**config.mk**
```make
export PLATFORM = sky130hd
export DESIGN_NAME = match_controller
export DESIGN_NICKNAME = d
export VERILOG_FILES = /design/src/rtl/match_controller.sv
export SDC_FILE = /design/constraint.sdc
export NUM_CORES = 1
export LEC_CHECK = 0
export CORE_MARGIN = 4
export CORE_UTILIZATION = 33
export CTS_CLUSTER_DIAMETER = 200
export CTS_CLUSTER_SIZE = 30
export DETAILED_ROUTE_END_ITERATION = 10
export PLACE_DENSITY = 0.51
export SLEW_MARGIN = 0
export SYNTH_ARGS = -nofsm -noshare
export SYNTH_HDL_FRONTEND = slang
export SYNTH_SLANG_ARGS = --single-unit
```
**constraint.sdc**
```tcl
create_clock -name pixel_clk -period 2.2 [get_ports pixel_clk]
set_input_delay 0.44 -clock pixel_clk [delete_from_list [all_inputs] [get_ports pixel_clk]]
set_output_delay 0.44 -clock pixel_clk [all_outputs]
set_load 0.05 [all_outputs]
```
**src/rtl/match_controller.sv**
```systemverilog
// ---------------------------------------------------------------------------
// match_controller
//   Frame-paced match sequencer for the two-player paddle game. It takes
//   ball-miss events from the collision evaluator and owns both score
//   registers. It drives the round-reset line for the ball and paddles, and
//   the overlay enables for the point and match-over graphics.
//
// Ports
//   pixel_clk  in   pixel clock
//   rst        in   synchronous, active-high reset
//   fsync      in   one-cycle pulse at the start of each frame
//   start      in   start/restart button level (already synchronised)
//   miss_top   in   one-cycle pulse: ball passed top paddle (point to P2)
//   miss_bot   in   one-cycle pulse: ball passed bottom paddle (point to P1)
//   play_rst   out  holds ball and paddles in reset
//   point_show out  point overlay enable
//   match_show out  match-over overlay enable
//   p1_score   out  player 1 score (4 bit)
//   p2_score   out  player 2 score (4 bit)
//   winner     out  00 none, 01 player 1, 10 player 2
//   state_out  out  current state encoding (debug)
//
// Every output comes straight from a register. The registered overlay and
// reset enables are computed from the next state. As a result, they change
// on the same edge as the state register.
// ---------------------------------------------------------------------------
module match_controller #(
  parameter int WIN_SCORE    = 9,
  parameter int SERVE_FRAMES = 60,
  parameter int PAUSE_FRAMES = 128
) (
  input  logic       pixel_clk,
  input  logic       rst,
  input  logic       fsync,
  input  logic       start,
  input  logic       miss_top,
  input  logic       miss_bot,
  output logic       play_rst,
  output logic       point_show,
  output logic       match_show,
  output logic [3:0] p1_score,
  output logic [3:0] p2_score,
  output logic [1:0] winner,
  output logic [2:0] state_out
);

  localparam int MAX_FRAMES = (SERVE_FRAMES > PAUSE_FRAMES) ? SERVE_FRAMES : PAUSE_FRAMES;
  localparam int CNT_W      = $clog2(MAX_FRAMES + 1);

  // The counter value seen on the fsync that completes the wait. The
  // increment to SERVE_FRAMES/PAUSE_FRAMES is replaced by the state exit.
  localparam logic [CNT_W-1:0] SERVE_LAST = CNT_W'(SERVE_FRAMES - 1);
  localparam logic [CNT_W-1:0] PAUSE_LAST = CNT_W'(PAUSE_FRAMES - 1);
  localparam logic [3:0]       WIN        = 4'(WIN_SCORE);

  typedef enum logic [2:0] {
    ST_IDLE       = 3'd0,
    ST_SERVE      = 3'd1,
    ST_PLAY       = 3'd2,
    ST_POINT      = 3'd3,
    ST_MATCH_OVER = 3'd4
  } state_t;

  state_t           state_q, state_d;
  logic [CNT_W-1:0] cnt_q, cnt_d;
  logic [3:0]       p1_q, p1_d;
  logic [3:0]       p2_q, p2_d;
  logic [1:0]       winner_q, winner_d;
  logic             play_rst_q, play_rst_d;
  logic             point_show_q, point_show_d;
  logic             match_show_q, match_show_d;
  logic             start_q;

  // Next-state, frame counter and score update logic.
  always_comb begin
    state_d  = state_q;
    cnt_d    = cnt_q;
    p1_d     = p1_q;
    p2_d     = p2_q;
    winner_d = winner_q;

    case (state_q)
      ST_IDLE: begin
        cnt_d = {CNT_W{1'b0}};
        if (start) begin
          state_d = ST_SERVE;
        end else begin
          state_d = ST_IDLE;
        end
      end

      ST_SERVE: begin
        if (fsync) begin
          if (cnt_q == SERVE_LAST) begin
            state_d = ST_PLAY;
            cnt_d   = {CNT_W{1'b0}};
          end else begin
            cnt_d = cnt_q + CNT_W'(1);
          end
        end else begin
          cnt_d = cnt_q;
        end
      end

      ST_PLAY: begin
        // The counter is idle in PLAY. This also covers an fsync that
        // lands on the same cycle as a miss.
        cnt_d = {CNT_W{1'b0}};
        if (miss_top && miss_bot) begin
          state_d = ST_SERVE;
        end else if (miss_bot) begin
          p1_d    = p1_q + 4'd1;
          state_d = ST_POINT;
        end else if (miss_top) begin
          p2_d    = p2_q + 4'd1;
          state_d = ST_POINT;
        end else begin
          state_d = ST_PLAY;
        end
      end

      ST_POINT: begin
        if (fsync) begin
          if (cnt_q == PAUSE_LAST) begin
            cnt_d = {CNT_W{1'b0}};
            if (p1_q == WIN) begin
              state_d  = ST_MATCH_OVER;
              winner_d = 2'b01;
            end else if (p2_q == WIN) begin
              state_d  = ST_MATCH_OVER;
              winner_d = 2'b10;
            end else begin
              state_d = ST_SERVE;
            end
          end else begin
            cnt_d = cnt_q + CNT_W'(1);
          end
        end else begin
          cnt_d = cnt_q;
        end
      end

      ST_MATCH_OVER: begin
        cnt_d = {CNT_W{1'b0}};
        // Only a fresh press restarts the match. Holding start through the
        // pause does not restart it.
        if (start && !start_q) begin
          p1_d     = 4'd0;
          p2_d     = 4'd0;
          winner_d = 2'b00;
          state_d  = ST_SERVE;
        end else begin
          state_d = ST_MATCH_OVER;
        end
      end

      default: begin
        state_d = ST_IDLE;
        cnt_d   = {CNT_W{1'b0}};
      end
    endcase

    play_rst_d   = (state_d != ST_PLAY);
    point_show_d = (state_d == ST_POINT);
    match_show_d = (state_d == ST_MATCH_OVER);
  end

  // State, counter, score and registered-output flops with synchronous reset.
  always_ff @(posedge pixel_clk) begin
    if (rst) begin
      state_q      <= ST_IDLE;
      cnt_q        <= {CNT_W{1'b0}};
      p1_q         <= 4'd0;
      p2_q         <= 4'd0;
      winner_q     <= 2'b00;
      play_rst_q   <= 1'b1;
      point_show_q <= 1'b0;
      match_show_q <= 1'b0;
      start_q      <= 1'b0;
    end else begin
      state_q      <= state_d;
      cnt_q        <= cnt_d;
      p1_q         <= p1_d;
      p2_q         <= p2_d;
      winner_q     <= winner_d;
      play_rst_q   <= play_rst_d;
      point_show_q <= point_show_d;
      match_show_q <= match_show_d;
      start_q      <= start;
    end
  end

  assign play_rst   = play_rst_q;
  assign point_show = point_show_q;
  assign match_show = match_show_q;
  assign p1_score   = p1_q;
  assign p2_score   = p2_q;
  assign winner     = winner_q;
  assign state_out  = state_q;

endmodule

```
# Word-level counts from Yosys, hierarchy flattened
# Index checks and enable logic that the tools add are counted.
# W data, S select, Z words.
[totals] regBits=25 in_bits=6 out_inout_bits=16 wordCells=73
[classes] addsub=3 n_eq_ne=20 muxes=31 n_reduce_logical=10
[op_table] cell="$mux W8" count=4
[op_table] cell="$mux W4" count=6
[op_table] cell="$mux W3" count=7
[op_table] cell="$ne A2 B2 Y1 const B" count=8
[op_table] cell="$pmux W4 S2" count=2
[op_table] cell="$pmux W8 S2" count=1
[op_table] cell="$pmux W3 S5" count=1
[op_table] cell="$mux W2" count=6
[op_table] cell="$reduce_and A5 Y1" count=2
[op_table] cell="$eq A3 B2 Y1 const B" count=3
[op_table] cell="$add A4 B1 Y4 const B" count=2
[op_table] cell="$add A8 B1 Y8 const B" count=1
[op_table] cell="$eq A4 B4 Y1 const B" count=2
[op_table] cell="$eq A8 B6 Y1 const B" count=1
[op_table] cell="$eq A8 B7 Y1 const B" count=1
[op_table] cell="$eq A3 B3 Y1 const B" count=2
[op_table] cell="$pmux W2 S2" count=1
[op_table] cell="$reduce_and A4 Y1" count=1
[op_table] cell="$reduce_bool A2 Y1" count=2
[op_table] cell="$eq A3 B1 Y1 const B" count=1
[op_table] cell="$logic_not A3 Y1" count=1
[op_table] cell="$mux W1" count=3
[op_table] cell="$ne A3 B2 Y1 const B" count=1
[op_table] cell="$ne A3 B3 Y1 const B" count=1
[op_table] cell="3 further kinds" count=4

# Logic depth before layout (Yosys ltp)
[depth] depth_word=7 ltp_mapped=6 depth_no_buf=6

# Worst setup path before layout
# No wires, ideal clock.
[synth_timing] path_kind="register to register" from="reg p1_q[1] (netlist: p1_score[1])" to="reg match_show_q (netlist: match_show)" setup_ns=0.116 t_arrival_ns=1.833 required_ns=2.084 path_slack_ns=0.251 path_stages_with_launch=7 n_path_buf=0 period_less_slack_ns=1.949 cell_sequence="dfxtp_1 > inv_1 > ha_1 > and3b_1 > o211ai_1 > and4bb_2 > o211a_1"
[synth_between] elab_chain_cells=6
[synth_lines] element="start: declaration" line_no="66" source="logic [3:0] p1_q, p1_d;"
[synth_lines] element="start signal: assignment" line_no="183" source="p1_q <= p1_d;"
[synth_lines] element="$eq A4 B4 Y1" line_no="126" source="if (p1_q == WIN) begin"
[synth_lines] element="$mux W3" line_no="126"
[synth_lines] element="$mux W3" line_no="124" source="if (cnt_q == PAUSE_LAST) begin"
[synth_lines] element="$mux W3" line_no="123" source="if (fsync) begin"
[synth_lines] element="$pmux W3 S5" line_no="82" source="case (state_q)"
[synth_lines] element="$eq A3 B3 Y1" line_no="165" source="match_show_d = (state_d == ST_MATCH_OVER);"
[synth_lines] element="end signal: assignment" line_no="188" source="match_show_q <= match_show_d;"
[synth_lines] element="end: declaration" line_no="71" source="logic match_show_q, match_show_d;"
# No other way between the ends.
# A chain may end at the register's enable or synchronous reset.

# Final worst setup path
[layout_timing] from="reg state_q[2] (netlist: state_out[2])" to="out state_out[2]"
[layout_rtl] element="start: declaration" line_no="64" source="state_t state_q, state_d;"
[layout_rtl] element="start signal: assignment" line_no="181" source="state_q <= state_d;"
[layout_rtl] element="end: declaration" line_no="44" source="output logic [2:0] state_out"
# No word-level cell between the ends.

==> results.md <==
- Number of buffer and inverter instances along the worst setup path: 1
- Starting utilization of the core area: 35.4%
- Minimum period implied by the final worst setup slack: 2.11 ns
- Part of the total power dissipated in sequential elements: 58.4%
- Chip Height: 71.8 microns
- Data required, critical path: 1.76 ns
- Final Net Count: 186
- Arrival time at the worst endpoint: 1.67 ns
- Summed area of non-filler cells in the final layout: around 1600 sq um
- Number of top-level pins: 22
- Largest fanout of any net on the critical path: 11
- DRC: 0
- Synth top area cells: dfxtp_1 (37%), ha_1 (4.7%), a21oi_1 (4.5%)
- Internal power of the cells: 612 uW
- Worst setup path class: reg2out
- Outcome: finished clean
- Antenna violations before repair: 0
- Worst slew margin relative to its limit: 66.3%
- Number of CTS-inserted buffers: 3
- GRT Util Overall: 12.2%
- Wl on met1: 1.37 mm
- Cell total after placement: approximately 220
- DR iter-0 viols: 81
- Proportion of netlist area held by the largest area contributor: 37.2%
- Switching share of power: 22.7%
- Slew @ Worst Pin: 0.504 ns
- Number of diodes added for antenna fixing: 0
- Average cell area after synthesis: around 8.8 sq um
- Combinational power share: 7.7%
- Number of synthesized flops with an enable pin: 0
- TritonCTS clock tree: built
- Via/cell ratio: 5.42
- Critical path, cell by cell: clkdlybuf4s50_1
- Total power density per cell area: 484 nW/um^2
- Skew-Pair Late Insertion Delay: 0.26 ns
- Worst-case clock skew: 0.00224 ns
- Unrepaired setup endpoints after global routing: no
- Post-synthesis sequential element count: 25
- Highest attainable clock frequency: 473 MHz
- Post-CTS Hold Buffers: 0
- Number of resized instances in the post-cts repair step: 0
- Weighted congestion at the end of routability-driven global placement: approximately 0.80
- Fraction of final layout cells with drive strength greater than 1: 9.20%
- Slowest CP cell: clkdlybuf4s50_1
- CTS sink count: 25
- Die Span X: around 70 microns
- Final cycle utilization of the critical path: between 90% and 100%
- Max Buffers Root-to-Sink: 2
- Setup bufs post-CTS: 0
- Total of max-cap violations: 0
- Number of nets produced by synthesis: 163
- Count of pins over their slew limit: 0
- Uppermost metal layer occupied by signal nets: met4
- Number of endpoints failing setup at the final stage: 0
- Delay of the slowest critical-path stage: just under 0.9 ns
- # port buffers: 21
- Die area: between 5000 and 6000 sq um
- Clock edge transition at the registers on the reported setup and hold paths: 0.08 ns
- Placed cell areas: around 1600 sq um
- Clk network pwr share: 33.9%
- Worst-case vdd ir drop: 0.424 mV
- Post-route ant nets: 0
- First-pass detailed-route iteration total: 4
- Worst min path class: reg2reg
- Fraction of synthesis flops using an asynchronous set or reset pin: 0%
- Area inside the core boundary: ~3800 sq um
- Amount of wire on met2 after detailed routing: around 1.4 mm
- Total overflow reported by the global router: 0
- Placed wire-length estimate: about 2.2 mm
- Final hold violations: 0
- Leakage power: 0.000627 uW
- CP startpoint kind: register
- Mapped cell area: between 1000 and 1500 sq um
- Number of cells produced by synthesis: 152
- CP endpoint kind: primary output
- Total met3 wirelength after detailed routing: 113 microns
- Critical path's top delay family: buffers and inverters
- Htree depth: 1
- Maximum number of pins on one net before global-route repair: 14
- Detailed-route wire length: 2.90 mm
- Vias in the first global route: 1161
- Fin cells: ~220
- Portion of the post-synthesis area used by sequential elements: a little under two fifths
- Number of warnings printed during yosys synthesis: 0
- Site Rows: 22
- Count of distinct cell types in the synthesized netlist: 46
- Via count: 1204
- Global-route wire length before repair: 5.13 mm
- Root Driver: clkbuf_8
- Ys flop type: dfxtp_1
- Net switching power figure: 180 uW
- Final sum of negative setup slack: 0 ns
- Biggest area consumer among synthesized cells: dfxtp_1
- Average wire per cell in the routed design: approximately 13 microns
- Area grow syn2layout: 21.7%
-- power by group through the flow --
stage          Sequential, uW  Combinational (uW)  Clock, uW
2_1_floorplan             477                32.7          0
3_3_place_gp              474                60.8          0
3_5_place_dp              474                61.4          0
4_1_cts                   463                61.9        279
5_1_grt                   464                67.2        295
6_report                  463                61.3        268
-- synthesized netlist by cell type, types with 4 or more instances --
cell       n
inv_1      7
nand3_1   10
nor2_1    10
o21ai_0    5
a211oi_1   4
ha_1       5
and3_1     4
nand2_1   11
a21oi_1   12
or3_1      6
dfxtp_1   25
-- routing by layer --
metal  track usage [%]  vias to the layer above
met5                 0                        -
met4              3.55                        0
met3              3.79                        4
met2              20.3                       18
met1              15.0                      574
li1                  -                      608
-- path summary, 6_finish.rpt --
check / to / slack [ns] / depth (start not counted) / startpoint
setup / recovery: state_out[2] / 0.09 / 1 / state_out[2]
hold / removal: winner[0] / 0.48 / 2 / winner[0]
setup reg to reg: winner[0] / 0.42 / 5 / cnt_q[0]
hold reg to reg: winner[0] / 0.48 / 2 / winner[0]
-- layout make-up --
class / instances / area (sq um)
Fill cell: 392 / 2160
Multi-Input combinational cell: 113 / 769
Sequential cell: 25 / 500
Timing Repair Buffer: 25 / 235
Tap cell: 48 / 60.1
Clock buffer: 4 / 45.0
Inverter: 7 / 26.3
-- tightest hold or removal path, stage by stage, from the launching register on --
cell	delay, ns
dfxtp_1	0.32
nand2_1	0.05
mux2i_1	0.06
-- through the flow --
stage | worst slack, ns | hold slack, ns | power (uW) | util [%]
after floorplan | 0.251 | 0.444 | 510 | -
after global placement | 0.236 | 0.448 | 534 | 41.9
after detailed placement | 0.217 | 0.460 | 535 | 41.9
after CTS | 0.0799 | 0.471 | 804 | 43.1
after global routing | 0.0222 | 0.499 | 826 | 43.1
final | 0.0853 | 0.475 | 792 | 43.1
-- flip-flops by register name (all words and copies together), names as in the netlist, 2 cells and up --
register and count:
cnt_q 8, p1_score 4, p2_score 4, state_out 3, winner 2
-- cell usage in the layout, fill, tap and decap left out, types with 4 or more instances in the layout --
master and count:
dfxtp_1 25, clkdlybuf4s50_1 19, a21oi_1 12, nand2_1 11
nand3_1 10, nor2_1 10, inv_1 7, or3_1 6
buf_4 6, o21ai_0 5, ha_1 5, and3_1 4
a211oi_1 4
-- cells by family (layout without fill, tap and decap cells) --
kind of cell	after synthesis	after routing	share of synthesized area [%]
AOI/OAI and AO/OA	37	37	19.3
xor gates and xnor gates	3	3	1.95
adders and majority gates	5	5	4.65
buffers and inverters	14	36	5.58
DFF	25	25	37.2
muxes	2	2	1.49
and+or+nand+nor	66	66	29.8
Note: power is estimated with default switching activity, not from simulation.
